$ cat src/rtl/fp_div_if.sv
// Handshake and data bundle shared by the FP divider and its front-end.
// N is the MSB index of the {sign, exponent, fraction} word.
interface fp_div_if #(
    parameter int N = 31
);
    logic       enable;
    logic       load;
    logic [N:0] A;
    logic [N:0] B;
    logic [N:0] result;
    logic       done;
    logic       busy;
    logic       zero;
    logic       overflow;
    logic       underflow;
    logic       NAN;
    logic       div_by_zero;

    modport master (
        output enable, load, A, B,
        input  result, done, busy, zero, overflow, underflow, NAN, div_by_zero
    );

    modport slave (
        input  enable, load, A, B,
        output result, done, busy, zero, overflow, underflow, NAN, div_by_zero
    );
endinterface

$ cat src/rtl/fp_div.sv
// Iterative restoring floating-point divider: one quotient bit per cycle,
// truncating, subnormals flushed to zero, same handshake as the FP multiplier.
module fp_div #(
    parameter int Mantissa_Size = 23,
    parameter int Exponent_Size = 8,
    parameter int Bias          = 127,
    parameter int N             = Mantissa_Size + Exponent_Size
) (
    input  logic     clk,
    input  logic     rst,
    fp_div_if.slave  bus
);
    localparam int QW        = Mantissa_Size + 2;
    localparam int EW        = Exponent_Size + 2;
    localparam int CW        = $clog2(QW + 1);
    localparam int EXP_ONES  = (1 << Exponent_Size) - 1;

    localparam logic [EW-1:0] BIAS_EXT = EW'(Bias);
    localparam logic [EW-1:0] ONE_EXT  = EW'(1);
    localparam logic [EW-2:0] TOP_EXP  = EXP_ONES[EW-2:0];
    localparam logic [CW-1:0] LAST_CNT = CW'(QW - 1);

    localparam logic [2:0] K_NONE = 3'd0;
    localparam logic [2:0] K_NAN  = 3'd1;
    localparam logic [2:0] K_INF  = 3'd2;
    localparam logic [2:0] K_DIV0 = 3'd3;
    localparam logic [2:0] K_ZERO = 3'd4;

    typedef enum logic [1:0] {IDLE, DIVIDE, NORM, DONE} state_t;

    state_t state_reg, state_next;

    logic                     sr_reg;
    logic [EW-1:0]            e_reg;
    logic [Mantissa_Size:0]   mb_reg;
    logic [QW-1:0]            r_reg;
    logic [QW-1:0]            q_reg;
    logic [CW-1:0]            cnt_reg;
    logic [2:0]               kind_reg;
    logic [N:0]               result_reg;
    logic                     done_reg, busy_reg;
    logic                     zero_reg, overflow_reg, underflow_reg, nan_reg, div0_reg;

    // Operand classification; the priority order decides which flag wins.
    function automatic logic [2:0] classify(
        input logic [Exponent_Size-1:0] ea,
        input logic [Mantissa_Size-1:0] fa,
        input logic [Exponent_Size-1:0] eb,
        input logic [Mantissa_Size-1:0] fb
    );
        logic a_max, b_max, a_zero, b_zero;
        a_max  = &ea;
        b_max  = &eb;
        a_zero = ~|ea;
        b_zero = ~|eb;
        if ((a_max && |fa) || (b_max && |fb) || (a_zero && b_zero) || (a_max && b_max))
            return K_NAN;
        else if (a_max)
            return K_INF;
        else if (b_zero && !a_zero)
            return K_DIV0;
        else if (a_zero || b_max)
            return K_ZERO;
        else
            return K_NONE;
    endfunction

    logic                     a_sign, b_sign;
    logic [Exponent_Size-1:0] a_exp, b_exp;
    logic [Mantissa_Size-1:0] a_frac, b_frac;
    logic [2:0]               load_kind;
    logic [EW-1:0]            e_load;
    logic                     accept;

    assign a_sign    = bus.A[N];
    assign b_sign    = bus.B[N];
    assign a_exp     = bus.A[N-1:Mantissa_Size];
    assign b_exp     = bus.B[N-1:Mantissa_Size];
    assign a_frac    = bus.A[Mantissa_Size-1:0];
    assign b_frac    = bus.B[Mantissa_Size-1:0];
    assign load_kind = classify(a_exp, a_frac, b_exp, b_frac);
    assign e_load    = {2'b00, a_exp} - {2'b00, b_exp} + BIAS_EXT;
    assign accept    = bus.enable && bus.load;

    // One restoring step: subtract when the divisor fits, then shift.
    logic          q_bit;
    logic [QW-1:0] r_sub;
    assign q_bit = (r_reg >= {1'b0, mb_reg});
    assign r_sub = q_bit ? (r_reg - {1'b0, mb_reg}) : r_reg;

    logic [Mantissa_Size-1:0] norm_frac;
    logic [EW-1:0]            norm_exp;
    logic                     norm_under, norm_over;
    assign norm_frac  = q_reg[QW-1] ? q_reg[Mantissa_Size:1] : q_reg[Mantissa_Size-1:0];
    assign norm_exp   = q_reg[QW-1] ? e_reg : (e_reg - ONE_EXT);
    assign norm_under = norm_exp[EW-1] || (norm_exp == '0);
    assign norm_over  = !norm_exp[EW-1] && (norm_exp[EW-2:0] >= TOP_EXP);

    always_ff @(posedge clk or posedge rst) begin
        if (rst)
            state_reg <= IDLE;
        else
            state_reg <= state_next;
    end

    always_comb begin
        state_next = state_reg;
        if (bus.enable) begin
            if (bus.load) begin
                state_next = (load_kind != K_NONE) ? DONE : DIVIDE;
            end else begin
                case (state_reg)
                    DIVIDE:  if (cnt_reg == LAST_CNT) state_next = NORM;
                    NORM:    state_next = DONE;
                    default: state_next = state_reg;
                endcase
            end
        end
    end

    always_ff @(posedge clk or posedge rst) begin
        if (rst) begin
            sr_reg        <= 1'b0;
            e_reg         <= '0;
            mb_reg        <= '0;
            r_reg         <= '0;
            q_reg         <= '0;
            cnt_reg       <= '0;
            kind_reg      <= K_NONE;
            result_reg    <= '0;
            done_reg      <= 1'b0;
            busy_reg      <= 1'b0;
            zero_reg      <= 1'b0;
            overflow_reg  <= 1'b0;
            underflow_reg <= 1'b0;
            nan_reg       <= 1'b0;
            div0_reg      <= 1'b0;
        end else if (accept) begin
            sr_reg        <= a_sign ^ b_sign;
            e_reg         <= e_load;
            mb_reg        <= {1'b1, b_frac};
            r_reg         <= {2'b01, a_frac};
            q_reg         <= '0;
            cnt_reg       <= '0;
            kind_reg      <= load_kind;
            done_reg      <= 1'b0;
            busy_reg      <= (load_kind == K_NONE);
            zero_reg      <= 1'b0;
            overflow_reg  <= 1'b0;
            underflow_reg <= 1'b0;
            nan_reg       <= 1'b0;
            div0_reg      <= 1'b0;
        end else if (bus.enable) begin
            case (state_reg)
                DIVIDE: begin
                    q_reg   <= {q_reg[QW-2:0], q_bit};
                    r_reg   <= r_sub << 1;
                    cnt_reg <= cnt_reg + 1'b1;
                end
                NORM: begin
                    busy_reg <= 1'b0;
                    done_reg <= 1'b1;
                    if (norm_under) begin
                        underflow_reg <= 1'b1;
                        zero_reg      <= 1'b1;
                        result_reg    <= {sr_reg, {N{1'b0}}};
                    end else if (norm_over) begin
                        overflow_reg <= 1'b1;
                        result_reg   <= {sr_reg, {Exponent_Size{1'b1}}, {Mantissa_Size{1'b0}}};
                    end else begin
                        result_reg <= {sr_reg, norm_exp[Exponent_Size-1:0], norm_frac};
                    end
                end
                DONE: begin
                    // Special cases land here straight from the load with done still low.
                    if (!done_reg) begin
                        done_reg <= 1'b1;
                        case (kind_reg)
                            K_NAN: begin
                                nan_reg    <= 1'b1;
                                result_reg <= {1'b0, {Exponent_Size{1'b1}}, 1'b1, {(Mantissa_Size-1){1'b0}}};
                            end
                            K_INF: begin
                                overflow_reg <= 1'b1;
                                result_reg   <= {sr_reg, {Exponent_Size{1'b1}}, {Mantissa_Size{1'b0}}};
                            end
                            K_DIV0: begin
                                div0_reg     <= 1'b1;
                                overflow_reg <= 1'b1;
                                result_reg   <= {sr_reg, {Exponent_Size{1'b1}}, {Mantissa_Size{1'b0}}};
                            end
                            default: begin
                                zero_reg   <= 1'b1;
                                result_reg <= {sr_reg, {N{1'b0}}};
                            end
                        endcase
                    end
                end
                default: ;
            endcase
        end
    end

    assign bus.result      = result_reg;
    assign bus.done        = done_reg;
    assign bus.busy        = busy_reg;
    assign bus.zero        = zero_reg;
    assign bus.overflow    = overflow_reg;
    assign bus.underflow   = underflow_reg;
    assign bus.NAN         = nan_reg;
    assign bus.div_by_zero = div0_reg;
endmodule

$ cat src/flat_wrapper.sv
// flat-port wrapper written by rule: the top's interface ports become plain ports
module fp_div_flat 
#(
    parameter int Mantissa_Size = 23,
    parameter int Exponent_Size = 8,
    parameter int Bias          = 127,
    parameter int N             = Mantissa_Size + Exponent_Size
)
  (clk, rst, bus_enable, bus_load, bus_A, bus_B, bus_result, bus_done, bus_busy, bus_zero, bus_overflow, bus_underflow, bus_NAN, bus_div_by_zero);
  fp_div_if #(.N(N)) bus_i ();
  input  logic clk;
  input  logic rst;
  input wire logic [$bits(bus_i.enable)-1:0] bus_enable;
  input wire logic [$bits(bus_i.load)-1:0] bus_load;
  input wire logic [$bits(bus_i.A)-1:0] bus_A;
  input wire logic [$bits(bus_i.B)-1:0] bus_B;
  output wire logic [$bits(bus_i.result)-1:0] bus_result;
  output wire logic [$bits(bus_i.done)-1:0] bus_done;
  output wire logic [$bits(bus_i.busy)-1:0] bus_busy;
  output wire logic [$bits(bus_i.zero)-1:0] bus_zero;
  output wire logic [$bits(bus_i.overflow)-1:0] bus_overflow;
  output wire logic [$bits(bus_i.underflow)-1:0] bus_underflow;
  output wire logic [$bits(bus_i.NAN)-1:0] bus_NAN;
  output wire logic [$bits(bus_i.div_by_zero)-1:0] bus_div_by_zero;
  assign bus_i.enable = bus_enable;
  assign bus_i.load = bus_load;
  assign bus_i.A = bus_A;
  assign bus_i.B = bus_B;
  assign bus_result = bus_i.result;
  assign bus_done = bus_i.done;
  assign bus_busy = bus_i.busy;
  assign bus_zero = bus_i.zero;
  assign bus_overflow = bus_i.overflow;
  assign bus_underflow = bus_i.underflow;
  assign bus_NAN = bus_i.NAN;
  assign bus_div_by_zero = bus_i.div_by_zero;
  fp_div #(.Mantissa_Size(Mantissa_Size), .Exponent_Size(Exponent_Size), .Bias(Bias), .N(N)) u_core (.clk(clk), .rst(rst), .bus(bus_i));
endmodule
$ cat config.mk
export PLATFORM = sky130hd
export DESIGN_NAME = fp_div_flat
export DESIGN_NICKNAME = d
export VERILOG_FILES = /design/src/rtl/fp_div_if.sv /design/src/rtl/fp_div.sv /design/src/flat_wrapper.sv
export SDC_FILE = /design/constraint.sdc
export NUM_CORES = 1
export LEC_CHECK = 0
export BUFFER_PORTS_ARGS = -buffer_cell sky130_fd_sc_hd__buf_2
export CAP_MARGIN = 0
export CORE_MARGIN = 2
export CORE_UTILIZATION = 25
export CTS_BUF_LIST = sky130_fd_sc_hd__clkbuf_4
export CTS_CLUSTER_DIAMETER = 200
export DETAILED_ROUTE_END_ITERATION = 10
export RECOVER_POWER = 25
export SETUP_SLACK_MARGIN = 0.05
export SLEW_MARGIN = 0
export SYNTH_ARGS = -nofsm -noshare
export SYNTH_HDL_FRONTEND = slang
export SYNTH_SLANG_ARGS = --single-unit
$ cat constraint.sdc
create_clock -name clk -period 4.7 [get_ports clk]
set_input_delay 0.94 -clock clk [delete_from_list [all_inputs] [get_ports clk]]
set_output_delay 0.94 -clock clk [all_outputs]
set_load 0.005 [all_outputs]
==> metrics.md <==
| Metric | Value |
|---|---|
| Final Skew | 20.63 ps |
| Fmax | 316.6 MHz |
| Register area share after synthesis | 42.11% |
| Remaining global-route overflow | 0 |
| Relative slew slack | -103.3% |
| Vias in the first global route | 6372 |
| Minimum clock period | 3158 ps |
| Max-Cap Viols | 1 |
| Post-DP HPWL | 15.55 mm |
| Violated checks | max-capacitance violations, max-slew violations |
| Total number of vias | 6664 |
| Switching power | 1582 uW |
| Largest register FFs | 32 |
| Most frequent cell after synthesis | dfrtp_1 |
| Post-route setup TNS | 0 ps |
| Max Slew Vio Count | 80 |
| Part of the power in combinational logic | 41.6% |
| PortBufs | 106 |
| Arr. time, crit path | 3200 ps |
| Cell Chain, Critical Path | buf_2, inv_1 |
| Yosys cell types | 65 |
| CTS Hold Bufs | 0 |
| Final total power | 4007 uW |
| Inserted Clock Buffers | 17 |
| CP Buf/Inv Count | 2 |
| CTS H-tree depth | 4 |
| Worst-Skew Late Latency | 590 ps |
| 1st-iter DRT viols | 435 |
| Multi-input logic area | 0.004228 mm^2 |
| Clock-pin slew on the worst setup and hold paths | 120 ps |
| Drt drc | 0 |
| Top cells by count, synth | dfrtp_1 (134), nand2_1 (106), o21ai_0 (62) |
| RePlAce Congestion | 0.8284 |
| Core area | 0.03147 mm^2 |
| Mapped Area | 0.007964 mm^2 |
| Top delay family on crit path | buffers and inverters |
| Post-synth EDFFs | 0 |
| Vias/cell | 4.889 |
| Final wirelength | 21.28 mm |
| First-pass GRT wire length | 34.16 mm |
| Power share of the clock group | 21.3% |
| Pwr dens | 435.6 mW/mm^2 |
| CTS sink cnt | 134 |
| Post-CTS setup buffer count | 0 |
| Reg area | 0.003353 mm^2 |
| Pin count of the biggest net entering global routing | 81 |
| WL/cell | 15.61 um |
| Setup slack after layout | 1542 ps |
| Seq cells post-synth | 134 |
| Leak | 0.004125 uW |
| Data required, critical path | 4740 ps |
| Syn Area/Cell | 9.282 um^2 |
| Fin nets | 1053 |
| Final Core Density | 29.23% |
| Non-filler instance count after layout | 1363 |
| Mapped Cells | 858 |
| Chip width | 182.5 um |
| Unrepaired setup endpoints after global routing | false |
| Dpl ws | 1091 ps |
| CTS max path bufs | 2 |
| Die height | 182.5 um |
| Final Setup Violations | 0 |
| CTS resizes | 0 |
| Post-Syn Nets | 964 |
| Crit start category | input port |
| Syn. warnings | 0 |
| Total track usage | 12.97% |
| Antenna Violating Nets Remaining | 0 |
| CP max FO | 80 |
| Starting Density | 25.30% |
| Outcome | complete, but fails checks |
| Hold crit path type | flip-flop to flip-flop |
| Worst Setup End Kind | async pin |
| Net Sw Frac | 39.47% |
| Peak supply drop | 0.2038 mV |
| Critical path class | input port to async pin |
| Synth area leader | dfrtp_1 |
| Hold Vio Cnt, Final | 0 |
| Cell Int Power | 2426 uW |
| CTS tree | built |
| Die area | 0.03330 mm^2 |
| Slew @ Worst Pin | 3046 ps |
| DP Cell Count | 1330 |
| CP peak stage delay | 2110 ps |
| Router iterations before antenna repair | 5 |
| Final worst path period share | 67.20% |
| Area Growth Syn to Fin | 15.51% |
| FFs w/ async S/R, synth | 100.0% |
| Seq pwr share | 37.1% |
| Fill cells | 3343 |
| Top post-synthesis cells by area | dfrtp_1 (42%), ha_1 (5.7%), nand2_1 (5.0%) |
| Slowest cell on the critical path | inv_1 |
| Share of cells above drive strength 1 | 18.65% |
| Core Rows | 65 |
| Clock Tree Root | clkbuf_4 |
| Top_reg_cell synth | dfrtp_1 |
| I/O pin cnt | 107 |
| Yosys top cell area share | 42.11% |
| Initial antenna violation count | 1 |
==> layout by cell type, fill, tap and decap left out, drive strengths merged, types with 7 or more instances in the layout <==
| cell | count |
|---|---|
| dfrtp | 134 |
| nand2 | 107 |
| nor4 | 15 |
| buf | 114 |
| clkbuf | 17 |
| nand3 | 13 |
| inv | 57 |
| o21ai | 86 |
| nor2 | 54 |
| ha | 36 |
| a21oi | 44 |
| mux2i | 36 |
| a221o | 12 |
| xnor2 | 24 |
| xor2 | 18 |
| nand4 | 13 |
| o22ai | 12 |
| nor2b | 9 |
| a21o | 12 |
| nor3 | 7 |
| a31oi | 9 |
| a22o | 24 |
| nand2b | 8 |
==> final cells by class <==
class | count | area share (%)
clock buffer | 17 | 1.387
sequential | 134 | 36.45
multi-input combinational | 626 | 45.96
inverter | 54 | 2.203
clock inverter | 15 | 1.945
timing repair buffer | 114 | 6.556
tap | 402 | 5.468
antenna | 1 | 0.02720
==> metrics by stage <==
stage          cell area [um^2]  hold WS, ps
6_report                   9199        475.1
5_1_grt                    9199        506.6
4_1_cts                    9199        468.9
3_5_place_dp               8892        439.3
3_3_place_gp               8892        437.0
2_1_floorplan              7964        417.5
==> final timing paths <==
path / start / to / slack, ps / depth (start not counted)
max: rst / u_core.q_reg[12] / 1540 / 2
min: u_core.mb_reg[23] / u_core.mb_reg[23] / 480 / 2
max reg2reg: u_core.r_reg[0] / u_core.r_reg[23] / 1580 / 11
min reg2reg: u_core.mb_reg[23] / u_core.mb_reg[23] / 480 / 2
max in group clk: u_core.r_reg[0] / u_core.r_reg[23] / 1580 / 11
min in group asynchronous: rst / u_core.bus.result[1] / 1430 / 2
==> power groups by stage <==
stage	Clock, uW	Combinational (uW)	Sequential, uW
6_report	853	1670	1490
5_1_grt	920	1870	1510
4_1_cts	877	1660	1490
3_5_place_dp	0	1650	1510
3_3_place_gp	0	1630	1500
2_1_floorplan	0	1290	1460
==> per-layer routing <==
metal	up-vias	GRT usage (%)	part of all wire (%)
met2	143	19.92	44
met4	0	3.839	1.6
met3	27	2.754	4.1
met5	-	0	0
met1	3226	18.27	50
li1	3268	-	-
==> logic make-up after synthesis <==
logic type,Yosys count,synth area share [%]
muxes,38,4.808
xor gates and xnor gates,42,4.619
adders and majority gates,38,6.159
and+or+nand+nor,255,15.54
DFF,134,42.11
buffers and inverters,98,4.965
AOI/OAI and AO/OA,253,21.81
==> worst min-delay path, cell delays in order (launching register included) <==
cell,delay [ps]
dfrtp_1,350
inv_1,50
nand2_1,50
Note: power is estimated with default switching activity, not from simulation.
